[src/rtl/rom_ctrl_msg_buf.sv]
// Single-entry vld/rdy register stage carrying data and a last flag,
// with a synchronous clear that discards any held beat.
module rom_ctrl_msg_buf #(
  parameter int DataWidth = 32
) (
  input  logic                 clk_i,
  input  logic                 rst_i,
  input  logic                 clr_i,
  input  logic                 in_vld_i,
  input  logic [DataWidth-1:0] in_data_i,
  input  logic                 in_last_i,
  output logic                 in_rdy_o,
  output logic                 out_vld_o,
  output logic [DataWidth-1:0] out_data_o,
  output logic                 out_last_o,
  input  logic                 out_rdy_i
);

  logic                 vld_q, vld_d;
  logic [DataWidth-1:0] data_q, data_d;
  logic                 last_q, last_d;

  // Drain and refill in the same cycle keeps one beat per cycle.
  assign in_rdy_o = ~vld_q | out_rdy_i;

  // NOTE: every variable gets a default before any branch so no latch is inferred.
  always_comb begin
    vld_d  = vld_q;
    data_d = data_q;
    last_d = last_q;
    if (vld_q && out_rdy_i) begin
      vld_d = 1'b0;
    end
    if (in_vld_i && in_rdy_o) begin
      vld_d  = 1'b1;
      data_d = in_data_i;
      last_d = in_last_i;
    end
    if (clr_i) begin
      vld_d  = 1'b0;
      data_d = '0;
      last_d = 1'b0;
    end
  end

  // NOTE: sequential state uses non-blocking assignments only.
  always_ff @(posedge clk_i) begin
    if (rst_i) begin
      vld_q  <= 1'b0;
      data_q <= '0;
      last_q <= 1'b0;
    end else begin
      vld_q  <= vld_d;
      data_q <= data_d;
      last_q <= last_d;
    end
  end

  assign out_vld_o  = vld_q;
  assign out_data_o = data_q;
  assign out_last_o = last_q;

endmodule

[config.mk]
export PLATFORM = sky130hd
export DESIGN_NAME = rom_ctrl_msg_buf
export DESIGN_NICKNAME = d
export VERILOG_FILES = /design/src/rtl/rom_ctrl_msg_buf.sv
export SDC_FILE = /design/constraint.sdc
export NUM_CORES = 1
export LEC_CHECK = 0
export ABC_AREA = 0
export CAP_MARGIN = 15
export CORE_MARGIN = 2
export CORE_UTILIZATION = 42
export DETAILED_ROUTE_END_ITERATION = 8
export GPL_TIMING_DRIVEN = 1
export PLACE_DENSITY = 0.94
export SYNTH_ARGS = -nofsm -noshare
export SYNTH_HDL_FRONTEND = slang
export SYNTH_SLANG_ARGS = --single-unit
[constraint.sdc]
create_clock -name clk_i -period 2.05 [get_ports clk_i]
set_input_delay 0.205 -clock clk_i [delete_from_list [all_inputs] [get_ports clk_i]]
set_output_delay 0.205 -clock clk_i [all_outputs]
set_load 0.005 [all_outputs]
## Word-level counts from Yosys, hierarchy flattened

Index checks and enable logic that the tools add are counted.

| storage, ports and cells | value |
|---|---|
| flip-flop bits (word level) | 34 |
| output and inout port bits | 35 |
| logic and storage cells | 11 |
| input port bits | 38 |

| cells by class | value |
|---|---|
| bitwise operators | 2 |
| mux-type cells | 2 |
| reductions and logical operators | 4 |

Operators with widths:

| operator | number |
|---|---|
| 1-bit logical AND | 2 |
| 1-bit 2-to-1 mux | 2 |
| 2-bit nonzero test | 1 |
| 2-bit OR reduction | 1 |
| 1-bit inverter | 1 |
| 1-bit OR | 1 |

## Depth between registers and ports, before layout

Gate-level depths: netlist of the first run.

| depth | value |
|---|---|
| depth after elaboration | 4 |
| gate-level depth with buffers | 5 |

## Worst setup path before layout of the first run

OpenSTA, ideal clock, no wires.

| path | value |
|---|---|
| path type | register to register |
| start | register vld_q, in the netlist out_vld_o |
| end | register data_q[10], in the netlist out_data_o[10] |
| slack | 1.015 ns |
| setup time | 0.067 ns |
| stages on the path, launching flop included | 6 |
| arrival time | 0.968 ns |
| cells stage by stage | dfxtp_1 nand2b_4 buf_6 and2_4 buf_6 o21ai_2 |

| on the way | value |
|---|---|
| word-level cells in the longest chain between the ends | 3 |

Ends and longest elaborated chain:

| what | RTL line | RTL |
|---|---|---|
| from (decl) | 19 | `logic vld_q, vld_d;` |
| from (signal assigned) | 53 | `vld_q <= vld_d;` |
| 1-bit inverter | 24 | `assign in_rdy_o = ~vld_q \| out_rdy_i;` |
| 1-bit OR | 24 |  |
| 1-bit logical AND | 34 | `if (in_vld_i && in_rdy_o) begin` |
| to (signal assigned) | 54 | `data_q <= data_d;` |
| to (decl) | 20 | `logic [DataWidth-1:0] data_q, data_d;` |

Every way passes these cells.
A chain may end at the register's enable or synchronous reset.

## Worst setup path in the final report of the first run

| path | value |
|---|---|
| start | input out_rdy_i |
| end | output in_rdy_o |

| on the way | value |
|---|---|
| word-level cells in the longest chain between the ends | 1 |

Ends and longest elaborated chain:

| what | RTL line | RTL |
|---|---|---|
| from (decl) | 16 | `input logic out_rdy_i` |
| 1-bit OR | 24 |  |
| to (decl) | 12 | `output logic in_rdy_o,` |

Every way passes these cells.

==> impl_metrics.env, run 1 <==
export IMPL_synthesis_area_um2=1410
export IMPL_die_width_um=61.8
export IMPL_avgSynthCellArea_um2=9.01
export IMPL_grt_first_pass_wirelength_mm=5.35
export IMPL_design_die_area_um2=3820
export IMPL_max_freq_mhz=614
export IMPL_cts_buffers=5
export IMPL_ctsResizeCount=0
export IMPL_seq_power_share_pct=54.2
export IMPL_ctsLongestPathBuffers=2
export IMPL_timing_critical_path_from_type="input pin"
export IMPL_residual_drc=0
export IMPL_worst_path_most_repeated_cell="sky130_fd_sc_hd__clkdlybuf4s50_1"
export IMPL_number_of_warning_messages_in_the_yosys_log=0
export IMPL_routed_wire_length_per_instance_um=12.9
export IMPL_setup_repair_after_global_routing_missed_its_margin="false"
export IMPL_cts_sinks=34
export IMPL_cts_setup_buffers=0
export IMPL_first_iter_violations=104
export IMPL_finalSetupTns_ns=0
export IMPL_antenna_violations_before_repair=0
export IMPL_core_um2=3280
export IMPL_gr_usage_all_layers_pct=19.0
export IMPL_setup_violations=0
export IMPL_area_delta_synth_final_pct=54.4
export IMPL_path_cells="clkdlybuf4s50_1 > nand2b_4 > clkdlybuf4s50_1"
export IMPL_switching_power_mw=0.308
export IMPL_floorplan_io_pins=73
export IMPL_overflow=0
export IMPL_place_port_buffers=72
export IMPL_clk_pin_slew_worst_paths_ns=0.10
export IMPL_min_delay_start="in_data_i[28]"
export IMPL_finalWeightedCongestion=0.685
export IMPL_fillers=283
export IMPL_maxCapViolations=0
export IMPL_p_leak_nw=0.743
export IMPL_max_slew_worst_pin_slew_ns=0.465
export IMPL_cp_end_kind="output pin"
export IMPL_cellPowerDensity_nw_per_um2=590
export IMPL_placement_rows=21
export IMPL_drive_gt1_share_pct=14.9
export IMPL_period_share_pct=79.4
export IMPL_r2r_worst_path_cells=3
export IMPL_hold_path_depth=3
export IMPL_total_power_of_the_final_layout_mw=1.28
export IMPL_arrival_ns=1.42
export IMPL_tritoncts_clock_tree="done"
export IMPL_starting_density_pct=42.8
export IMPL_comb_power_share_pct=16.3
export IMPL_register_area_um2=681
export IMPL_max_vdd_ir_drop_uv=365
export IMPL_hold_wc_path_type="input pin to flip-flop"
export IMPL_final_slew_violations=0
export IMPL_clockPowerShare_pct=29.5
export IMPL_via_count=1346
export IMPL_cp_max_fo=16
export IMPL_timing_max_slew_rel_slack_pct=69.0
export IMPL_critical_path_slowest_cell="sky130_fd_sc_hd__clkdlybuf4s50_1"
export IMPL_cpPeakStageDelay_ns=0.54
export IMPL_grt_max_degree=68
export IMPL_postSynthCellCount=156
export IMPL_final_antenna_net_count=0
export IMPL_synth_fp_nets=194
export IMPL_ys_seq_area_share_pct=48.4
export IMPL_drt_pass1_iterations=4
export IMPL_reg2reg_to="out_data_o[27]$_SDFFE_PP0P_"
export IMPL_viasPerCell=5.04
export IMPL_insertedDiodeCount=0
export IMPL_number_of_endpoints_with_negative_hold_slack_in_the_final_report=0
export IMPL_cts_htree_levels=2
export IMPL_min_delay_worst_endpoint="out_data_o[28]$_SDFFE_PP0P_"
export IMPL_root_buffer="sky130_fd_sc_hd__clkbuf_4"
export IMPL_die_y_um=61.8
export IMPL_postRouteWirelength_mm=3.45
export IMPL_grt_pass1_vias=1197
export IMPL_synth_cell_types=16
export IMPL_sw_frac_of_total_pct=24.1
export IMPL_post_cts_hold_buffer_count=0
export IMPL_timing_critical_path_required_ns=1.85
export IMPL_run_status="completed"
export IMPL_period_needed_ns=1.63
export IMPL_ys_seq_elements=34
export IMPL_worstReg2RegStart="out_vld_o$_SDFFE_PP0P_"
export IMPL_detailedPlacementHpwl_mm=2.26
export IMPL_worst_r2r_setup_slack_ns=0.72
export IMPL_internal_power_mw=0.973
export IMPL_footprint_of_the_multi_input_gates_um2=612
export IMPL_finish_net_count=258
export IMPL_clk_latency_ns=0.33
export IMPL_final_setup_skew_ns=0.00860
export IMPL_crit_path_category="input pin to output pin"
-- metal layers --
| metal | part of all wire [%] | vias up | global-route usage, % |
|---|---|---|---|
| li1 | - | 689 | - |
| met1 | 43 | 594 | 23.0 |
| met5 | 0 | - | 0 |
| met3 | 7.0 | 6 | 7.25 |
| met4 | 1.7 | 0 | 9.12 |
| met2 | 48 | 57 | 29.8 |
-- worst max-delay path, delay by kind of cell --
kind          cells  cell delay (ns)
buf+inv           2             0.99
simple gates      1             0.23
-- how the worst max path moves through the flow --
| stage | start | to | slack, ns | cells after the start |
|---|---|---|---|---|
| 2_1_floorplan | out_vld_o$_SDFFE_PP0P_ | out_data_o[10]$_SDFFE_PP0P_ | 1.01 | 5 |
| 3_3_place_gp | out_rdy_i | out_data_o[27]$_SDFFE_PP0P_ | 0.40 | 4 |
| 3_5_place_dp | out_rdy_i | out_data_o[27]$_SDFFE_PP0P_ | 0.36 | 4 |
| 4_1_cts | out_rdy_i | in_rdy_o | 0.43 | 3 |
| 5_1_grt | out_rdy_i | in_rdy_o | 0.37 | 3 |
| 6_report | out_rdy_i | in_rdy_o | 0.42 | 3 |
-- registers in the layout (all words and copies together), names as in the netlist --
signal / flops
out_data_o: 32
out_last_o: 1
out_vld_o: 1
-- cell type report --
type,count,share of cell area (%)
Clock buffer,7,2.54
Sequential cell,34,31.4
Clock inverter,1,0.231
Inverter,1,0.173
Timing Repair Buffer,75,34.8
Multi-Input combinational cell,103,28.2
Tap cell,46,2.65
-- stage by stage --
| step | std cells | setup slack [ns] | util (%) | area (µm²) | hold WS, ns |
|---|---|---|---|---|---|
| after floorplan | 156 | 1.01 | - | 1410 | 0.348 |
| after global placement | 259 | 0.396 | 64.2 | 2110 | 0.435 |
| after detailed placement | 259 | 0.355 | 64.2 | 2110 | 0.441 |
| after CTS | 267 | 0.428 | 66.1 | 2170 | 0.406 |
| after global routing | 267 | 0.368 | 66.1 | 2170 | 0.419 |
| final | 267 | 0.422 | 66.1 | 2170 | 0.424 |
-- power by group through the flow --
| stage | Sequential (mW) | Clock (mW) | Combinational [mW] |
|---|---|---|---|
| 5_1_grt | 0.698 | 0.426 | 0.227 |
| 2_1_floorplan | 0.711 | 0 | 0.0858 |
| 3_5_place_dp | 0.710 | 0 | 0.208 |
| 3_3_place_gp | 0.709 | 0 | 0.206 |
| 4_1_cts | 0.695 | 0.394 | 0.210 |
| 6_report | 0.695 | 0.378 | 0.209 |
-- logic make-up (layout without fill, tap and decap cells) --
group	after synthesis	count (layout)	synth area share (%)
buf+inv	19	84	8.37
simple gates	69	69	25.6
flops	34	34	48.4
compound gates	34	34	17.6
-- cell usage in the layout, fill, tap and decap left out --
cell / Yosys / layout
sky130_fd_sc_hd__clkdlybuf4s50_1: 0 / 72
sky130_fd_sc_hd__dfxtp_1: 34 / 34
sky130_fd_sc_hd__nand2_1: 33 / 33
sky130_fd_sc_hd__nand4_1: 33 / 33
sky130_fd_sc_hd__o21ai_2: 20 / 20
sky130_fd_sc_hd__o21ai_1: 10 / 10
sky130_fd_sc_hd__clkbuf_4: 0 / 5
sky130_fd_sc_hd__o21ai_0: 3 / 3
sky130_fd_sc_hd__buf_4: 2 / 2
sky130_fd_sc_hd__nand2b_4: 1 / 1
sky130_fd_sc_hd__and2_4: 1 / 1
sky130_fd_sc_hd__nor2_4: 0 / 1
sky130_fd_sc_hd__inv_1: 1 / 1
sky130_fd_sc_hd__a21boi_1: 1 / 1
sky130_fd_sc_hd__clkinv_2: 0 / 1
sky130_fd_sc_hd__clkbuf_8: 0 / 1
sky130_fd_sc_hd__clkbuf_1: 4 / 1
sky130_fd_sc_hd__buf_12: 0 / 1
-- Yosys cell counts --
library cell / number / area [µm²]
sky130_fd_sc_hd__clkbuf_1: 4 / 15.0
sky130_fd_sc_hd__buf_6: 4 / 45.0
sky130_fd_sc_hd__nand4_1: 33 / 206
sky130_fd_sc_hd__buf_1: 1 / 3.75
sky130_fd_sc_hd__o21ai_2: 20 / 175
sky130_fd_sc_hd__nor2_2: 1 / 6.26
sky130_fd_sc_hd__o21ai_1: 10 / 50.1
sky130_fd_sc_hd__inv_1: 1 / 3.75
sky130_fd_sc_hd__and2_4: 1 / 8.76
sky130_fd_sc_hd__dfxtp_1: 34 / 681
sky130_fd_sc_hd__a21boi_1: 1 / 7.51
sky130_fd_sc_hd__nand2b_4: 1 / 13.8
sky130_fd_sc_hd__buf_4: 2 / 15.0
sky130_fd_sc_hd__o21ai_0: 3 / 15.0
sky130_fd_sc_hd__nand2_1: 33 / 124
sky130_fd_sc_hd__buf_2: 7 / 35.0
Power figures use the tool's default switching activity.
==> run 2: changes to the inputs <==
CORE_UTILIZATION = 39   (was 42)
PLACE_DENSITY = 0.89   (was 0.94)
clock period = 1.5 ns   (was 2.05 ns; I/O delays follow)
==> run 2 against run 1 <==
- sequential power increased by 37%
- register-to-register slack got worse by 0.25 ns
- global-route usage fell by 0.45 points
- total power is 33% higher
- core utilization down 0.28 points
- clock skew down 0.0047 ns
- critical path type unchanged
==> impl_metrics.env, run 2 (synthesis gave the netlist of run 1 again) <==
export IMPL_run_status="completed"
export IMPL_max_freq_mhz=705
export IMPL_final_setup_skew_ns=0.00394
export IMPL_gr_usage_all_layers_pct=18.6
export IMPL_finalWeightedCongestion=0.742
export IMPL_placedInstanceArea_um2=2180
export IMPL_arrival_ns=1.27
export IMPL_timing_critical_path_from_type="input pin"
export IMPL_overflow=0
export IMPL_placement_rows=21
export IMPL_floorplan_io_pins=73
export IMPL_design_die_area_um2=4100
export IMPL_die_width_um=64.0
export IMPL_grt_first_pass_wirelength_mm=5.95
export IMPL_final_antenna_net_count=0
export IMPL_cp_end_kind="output pin"
export IMPL_insertedDiodeCount=0
export IMPL_tritoncts_clock_tree="done"
export IMPL_finish_net_count=263
export IMPL_cts_buffers=5
export IMPL_via_count=1377
export IMPL_footprint_of_the_multi_input_gates_um2=612
export IMPL_cts_setup_buffers=0
export IMPL_period_share_pct=94.5
export IMPL_period_needed_ns=1.42
export IMPL_residual_drc=0
export IMPL_most_common_layout_cells="sky130_fd_sc_hd__clkdlybuf4s50_1, sky130_fd_sc_hd__dfxtp_1, sky130_fd_sc_hd__nand2_1, sky130_fd_sc_hd__nand4_1, sky130_fd_sc_hd__o21ai_2"
export IMPL_fillers=277
export IMPL_post_cts_hold_buffer_count=0
export IMPL_routed_wire_length_per_instance_um=13.5
export IMPL_clk_latency_ns=0.32
export IMPL_critical_path_endpoint="in_rdy_o"
export IMPL_cts_htree_levels=2
export IMPL_cp_max_fo=4
export IMPL_grt_pass1_vias=1293
export IMPL_setup_violations=0
export IMPL_r2r_worst_path_cells=4
export IMPL_drive_gt1_share_pct=16.0
export IMPL_crit_path_category="input pin to output pin"
export IMPL_ctsResizeCount=0
export IMPL_clk_pin_slew_worst_paths_ns=0.09
export IMPL_maxCapViolations=0
export IMPL_die_y_um=64.0
export IMPL_largest_register_ff_count=32
export IMPL_cellPowerDensity_nw_per_um2=767
export IMPL_starting_density_pct=41.5
export IMPL_grt_max_degree=38
export IMPL_root_buffer="sky130_fd_sc_hd__clkbuf_4"
export IMPL_finalSetupTns_ns=0
export IMPL_max_vdd_ir_drop_uv=481
export IMPL_first_iter_violations=80
export IMPL_postRouteWirelength_mm=3.65
export IMPL_worst_r2r_setup_slack_ns=0.47
export IMPL_max_slew_worst_pin_slew_ns=0.221
export IMPL_register_area_um2=681
export IMPL_drt_pass1_iterations=4
export IMPL_p_leak_nw=0.769
export IMPL_detailedPlacementHpwl_mm=2.59
export IMPL_antenna_violations_before_repair=0
export IMPL_setup_repair_after_global_routing_missed_its_margin="false"
export IMPL_final_slew_violations=0
export IMPL_viasPerCell=5.08
export IMPL_reg2reg_to="out_data_o[26]$_SDFFE_PP0P_"
export IMPL_timing_max_slew_rel_slack_pct=85.3
export IMPL_design_area_um2=2230
export IMPL_number_of_endpoints_with_negative_hold_slack_in_the_final_report=0
export IMPL_critical_path_startpoint="out_rdy_i"
export IMPL_area_delta_synth_final_pct=58.7
export IMPL_place_port_buffers=72
export IMPL_cts_sinks=34
export IMPL_worstReg2RegStart="out_vld_o$_SDFFE_PP0P_"
export IMPL_ctsLongestPathBuffers=2
export IMPL_hold_wc_path_type="input pin to flip-flop"
export IMPL_core_um2=3390
export IMPL_layout_cells_most_common="sky130_fd_sc_hd__clkdlybuf4s50_1"
export IMPL_timing_critical_path_required_ns=1.35
-- run 2: changes by cell type in the layout (fill, tap and decap cells not counted) --
cell | previous run | this run
sky130_fd_sc_hd__clkbuf_8 | 1 | 0
sky130_fd_sc_hd__buf_12 | 1 | 4
sky130_fd_sc_hd__clkbuf_1 | 1 | 2
sky130_fd_sc_hd__buf_4 | 2 | 4
sky130_fd_sc_hd__clkinv_2 | 1 | 0
-- run 2: per-layer routing --
layer,vias to the layer above,track usage (%),share of wire [%]
li1,695,-,-
met1,624,22.8,43
met2,50,29.9,48
met3,8,5.46,6.7
met4,0,8.15,2.0
met5,-,0,0
-- run 2: final cells by class --
cell class	instances	area share, %
inverter	1	0.168
timing repair buffer	80	37.3
sequential	34	30.5
multi-input combinational	103	27.4
clock buffer	7	2.02
tap	46	2.58
-- run 2: worst min path at each step --
stage / startpoint / endpoint / slack, ns / cells past startpoint
5_1_grt: in_data_i[2] / out_data_o[2]$_SDFFE_PP0P_ / 0.37 / 3
2_1_floorplan: in_data_i[0] / out_data_o[0]$_SDFFE_PP0P_ / 0.29 / 2
3_5_place_dp: out_last_o$_SDFFE_PP0P_ / out_last_o$_SDFFE_PP0P_ / 0.44 / 2
6_report: in_data_i[4] / out_data_o[4]$_SDFFE_PP0P_ / 0.38 / 3
4_1_cts: in_data_i[4] / out_data_o[4]$_SDFFE_PP0P_ / 0.37 / 3
3_3_place_gp: out_last_o$_SDFFE_PP0P_ / out_last_o$_SDFFE_PP0P_ / 0.43 / 2
-- run 2: metrics by stage --
stage	std cells	hold slack [ns]	worst slack (ns)	utilization, %	power (mW)
after floorplan	156	0.293	0.465	-	1.09
after global placement	264	0.435	0.114	64.5	1.28
after detailed placement	264	0.440	0.0820	64.5	1.28
after CTS	271	0.368	0.0764	65.8	1.73
after global routing	271	0.375	0.0325	65.8	1.80
final	271	0.383	0.0820	65.8	1.71
-- run 2: critical path: stages --
cell	delay, ns
sky130_fd_sc_hd__clkdlybuf4s50_1	0.47
sky130_fd_sc_hd__nand2b_4	0.14
sky130_fd_sc_hd__clkdlybuf4s50_1	0.50
-- run 2: where the power goes --
| part | leakage, nW | switching [mW] | total (mW) | internal, mW |
|---|---|---|---|---|
| Sequential | 0.277 | 0.0165 | 0.950 | 0.933 |
| Clock | 0.0254 | 0.270 | 0.447 | 0.177 |
| Combinational | 0.467 | 0.124 | 0.313 | 0.190 |
| Total | 0.769 | 0.410 | 1.71 | 1.30 |
==> run 3: changes to the inputs <==
MAX_ROUTING_LAYER = met4   (was not set)
==> run 3 against run 2 <==
- combinational power hardly changed
- cell count stayed put
- maximum frequency is the same
- register-to-register slack about the same
- count of clock-buffer cells in the layout did not move
- hold slack better by 0.00056 ns
- sequential power barely moved
- sequential cell count unchanged
- total power down 0.14%
- die area did not move
- first-iteration DRC count increased by 20%
- largest cell class unchanged
- largest power group unchanged
==> impl_metrics.env, run 3 (synthesis gave the netlist of run 1 again) <==
export IMPL_run_status="completed"
export IMPL_floorplan_io_pins=73
export IMPL_grt_first_pass_wirelength_mm=5.97
export IMPL_layout_cells_most_common="sky130_fd_sc_hd__clkdlybuf4s50_1"
export IMPL_register_area_um2=681
export IMPL_cts_setup_buffers=0
export IMPL_filler_free_cell_count_of_the_finished_design=271
export IMPL_worst_r2r_setup_slack_ns=0.47
export IMPL_setup_violations=0
export IMPL_max_freq_mhz=705
export IMPL_core_um2=3390
export IMPL_min_delay_worst_endpoint="out_data_o[4]$_SDFFE_PP0P_"
export IMPL_cp_max_fo=4
export IMPL_p_leak_nw=0.769
export IMPL_hold_path_depth=3
export IMPL_die_width_um=64.0
export IMPL_timing_critical_path_from_type="input pin"
export IMPL_detailedPlacementHpwl_mm=2.59
export IMPL_cts_buffers=5
export IMPL_reg2reg_to="out_data_o[26]$_SDFFE_PP0P_"
export IMPL_finalWeightedCongestion=0.751
export IMPL_starting_density_pct=41.5
export IMPL_postRouteWirelength_mm=3.64
export IMPL_period_share_pct=94.5
export IMPL_design_die_area_um2=4100
export IMPL_r2r_worst_path_cells=4
export IMPL_ctsResizeCount=0
export IMPL_largest_register_ff_count=32
export IMPL_area_delta_synth_final_pct=58.7
export IMPL_worstReg2RegStart="out_vld_o$_SDFFE_PP0P_"
export IMPL_maxCapViolations=0
export IMPL_min_delay_start="in_data_i[4]"
export IMPL_cp_end_kind="output pin"
export IMPL_crit_path_category="input pin to output pin"
export IMPL_overflow=0
export IMPL_clk_pin_slew_worst_paths_ns=0.09
export IMPL_tritoncts_clock_tree="done"
export IMPL_clk_latency_ns=0.32
export IMPL_root_buffer="sky130_fd_sc_hd__clkbuf_4"
export IMPL_final_setup_skew_ns=0.00475
export IMPL_die_y_um=64.0
export IMPL_placement_rows=21
export IMPL_period_needed_ns=1.42
export IMPL_first_iter_violations=96
export IMPL_final_slew_violations=0
export IMPL_finish_net_count=263
export IMPL_antenna_violations_before_repair=0
export IMPL_routed_wire_length_per_instance_um=13.4
export IMPL_insertedDiodeCount=0
export IMPL_residual_drc=0
export IMPL_max_slew_worst_pin_slew_ns=0.219
export IMPL_ctsLongestPathBuffers=2
export IMPL_finalSetupTns_ns=0
export IMPL_grt_max_degree=38
export IMPL_cts_htree_levels=2
export IMPL_arrival_ns=1.27
export IMPL_timing_critical_path_required_ns=1.35
export IMPL_critical_path_startpoint="out_rdy_i"
export IMPL_drive_gt1_share_pct=16.0
export IMPL_viasPerCell=5.07
export IMPL_place_port_buffers=72
export IMPL_drt_pass1_iterations=4
export IMPL_cts_sinks=34
export IMPL_gr_usage_all_layers_pct=19.1
export IMPL_footprint_of_the_multi_input_gates_um2=612
export IMPL_cellPowerDensity_nw_per_um2=766
export IMPL_most_common_layout_cells="sky130_fd_sc_hd__clkdlybuf4s50_1, sky130_fd_sc_hd__dfxtp_1, sky130_fd_sc_hd__nand2_1, sky130_fd_sc_hd__nand4_1, sky130_fd_sc_hd__o21ai_2"
export IMPL_grt_pass1_vias=1292
export IMPL_fillers=277
export IMPL_setup_repair_after_global_routing_missed_its_margin="false"
export IMPL_via_count=1373
export IMPL_placed_cells_incl_taps=264
export IMPL_timing_max_slew_rel_slack_pct=85.4
export IMPL_max_vdd_ir_drop_uv=480
export IMPL_number_of_endpoints_with_negative_hold_slack_in_the_final_report=0
export IMPL_post_cts_hold_buffer_count=0
export IMPL_hold_wc_path_type="input pin to flip-flop"
export IMPL_final_antenna_net_count=0
[run 3: cell counts in the layout (fill, tap and decap cells not counted)]
No cell type changed its count.
[run 3: critical path, cell delays in order]
cell,delay [ns]
sky130_fd_sc_hd__clkdlybuf4s50_1,0.47
sky130_fd_sc_hd__nand2b_4,0.14
sky130_fd_sc_hd__clkdlybuf4s50_1,0.50
[run 3: layout make-up]
| class | count | area share, % |
|---|---|---|
| Inverter | 1 | 0.168 |
| Timing Repair Buffer | 80 | 37.3 |
| Sequential cell | 34 | 30.5 |
| Clock buffer | 7 | 2.02 |
| Multi-Input combinational cell | 103 | 27.4 |
| Tap cell | 46 | 2.58 |
[run 3: worst max-delay path by stage]
stage	endpoint	slack [ns]
floorplan	out_data_o[10]$_SDFFE_PP0P_	0.46
CTS	in_rdy_o	0.08
detailed placement	in_rdy_o	0.08
finish	in_rdy_o	0.08
global placement	in_rdy_o	0.11
global route	in_rdy_o	0.03
[run 3: stage by stage]
| step | power, mW | util [%] | hold slack, ns | area [µm²] | setup WS (ns) |
|---|---|---|---|---|---|
| floorplan | 1.09 | - | 0.293 | 1410 | 0.465 |
| global placement | 1.28 | 64.5 | 0.435 | 2180 | 0.114 |
| detailed placement | 1.28 | 64.5 | 0.440 | 2180 | 0.0820 |
| CTS | 1.73 | 65.8 | 0.368 | 2230 | 0.0764 |
| global route | 1.80 | 65.8 | 0.375 | 2230 | 0.0327 |
| finish | 1.71 | 65.8 | 0.383 | 2230 | 0.0820 |
[run 3: power breakdown]
part	total [mW]	switching (mW)	leakage (nW)	internal, mW
clock network	0.444	0.267	0.0254	0.177
registers	0.950	0.0165	0.277	0.933
logic	0.313	0.124	0.467	0.190
[run 3: metal layers]
layer	track usage, %	vias up	routed length (µm)
li1	-	695	-
met1	23.5	620	1580
met2	29.7	50	1760
met3	4.93	8	237
met4	8.15	0	72
met5	-	-	0
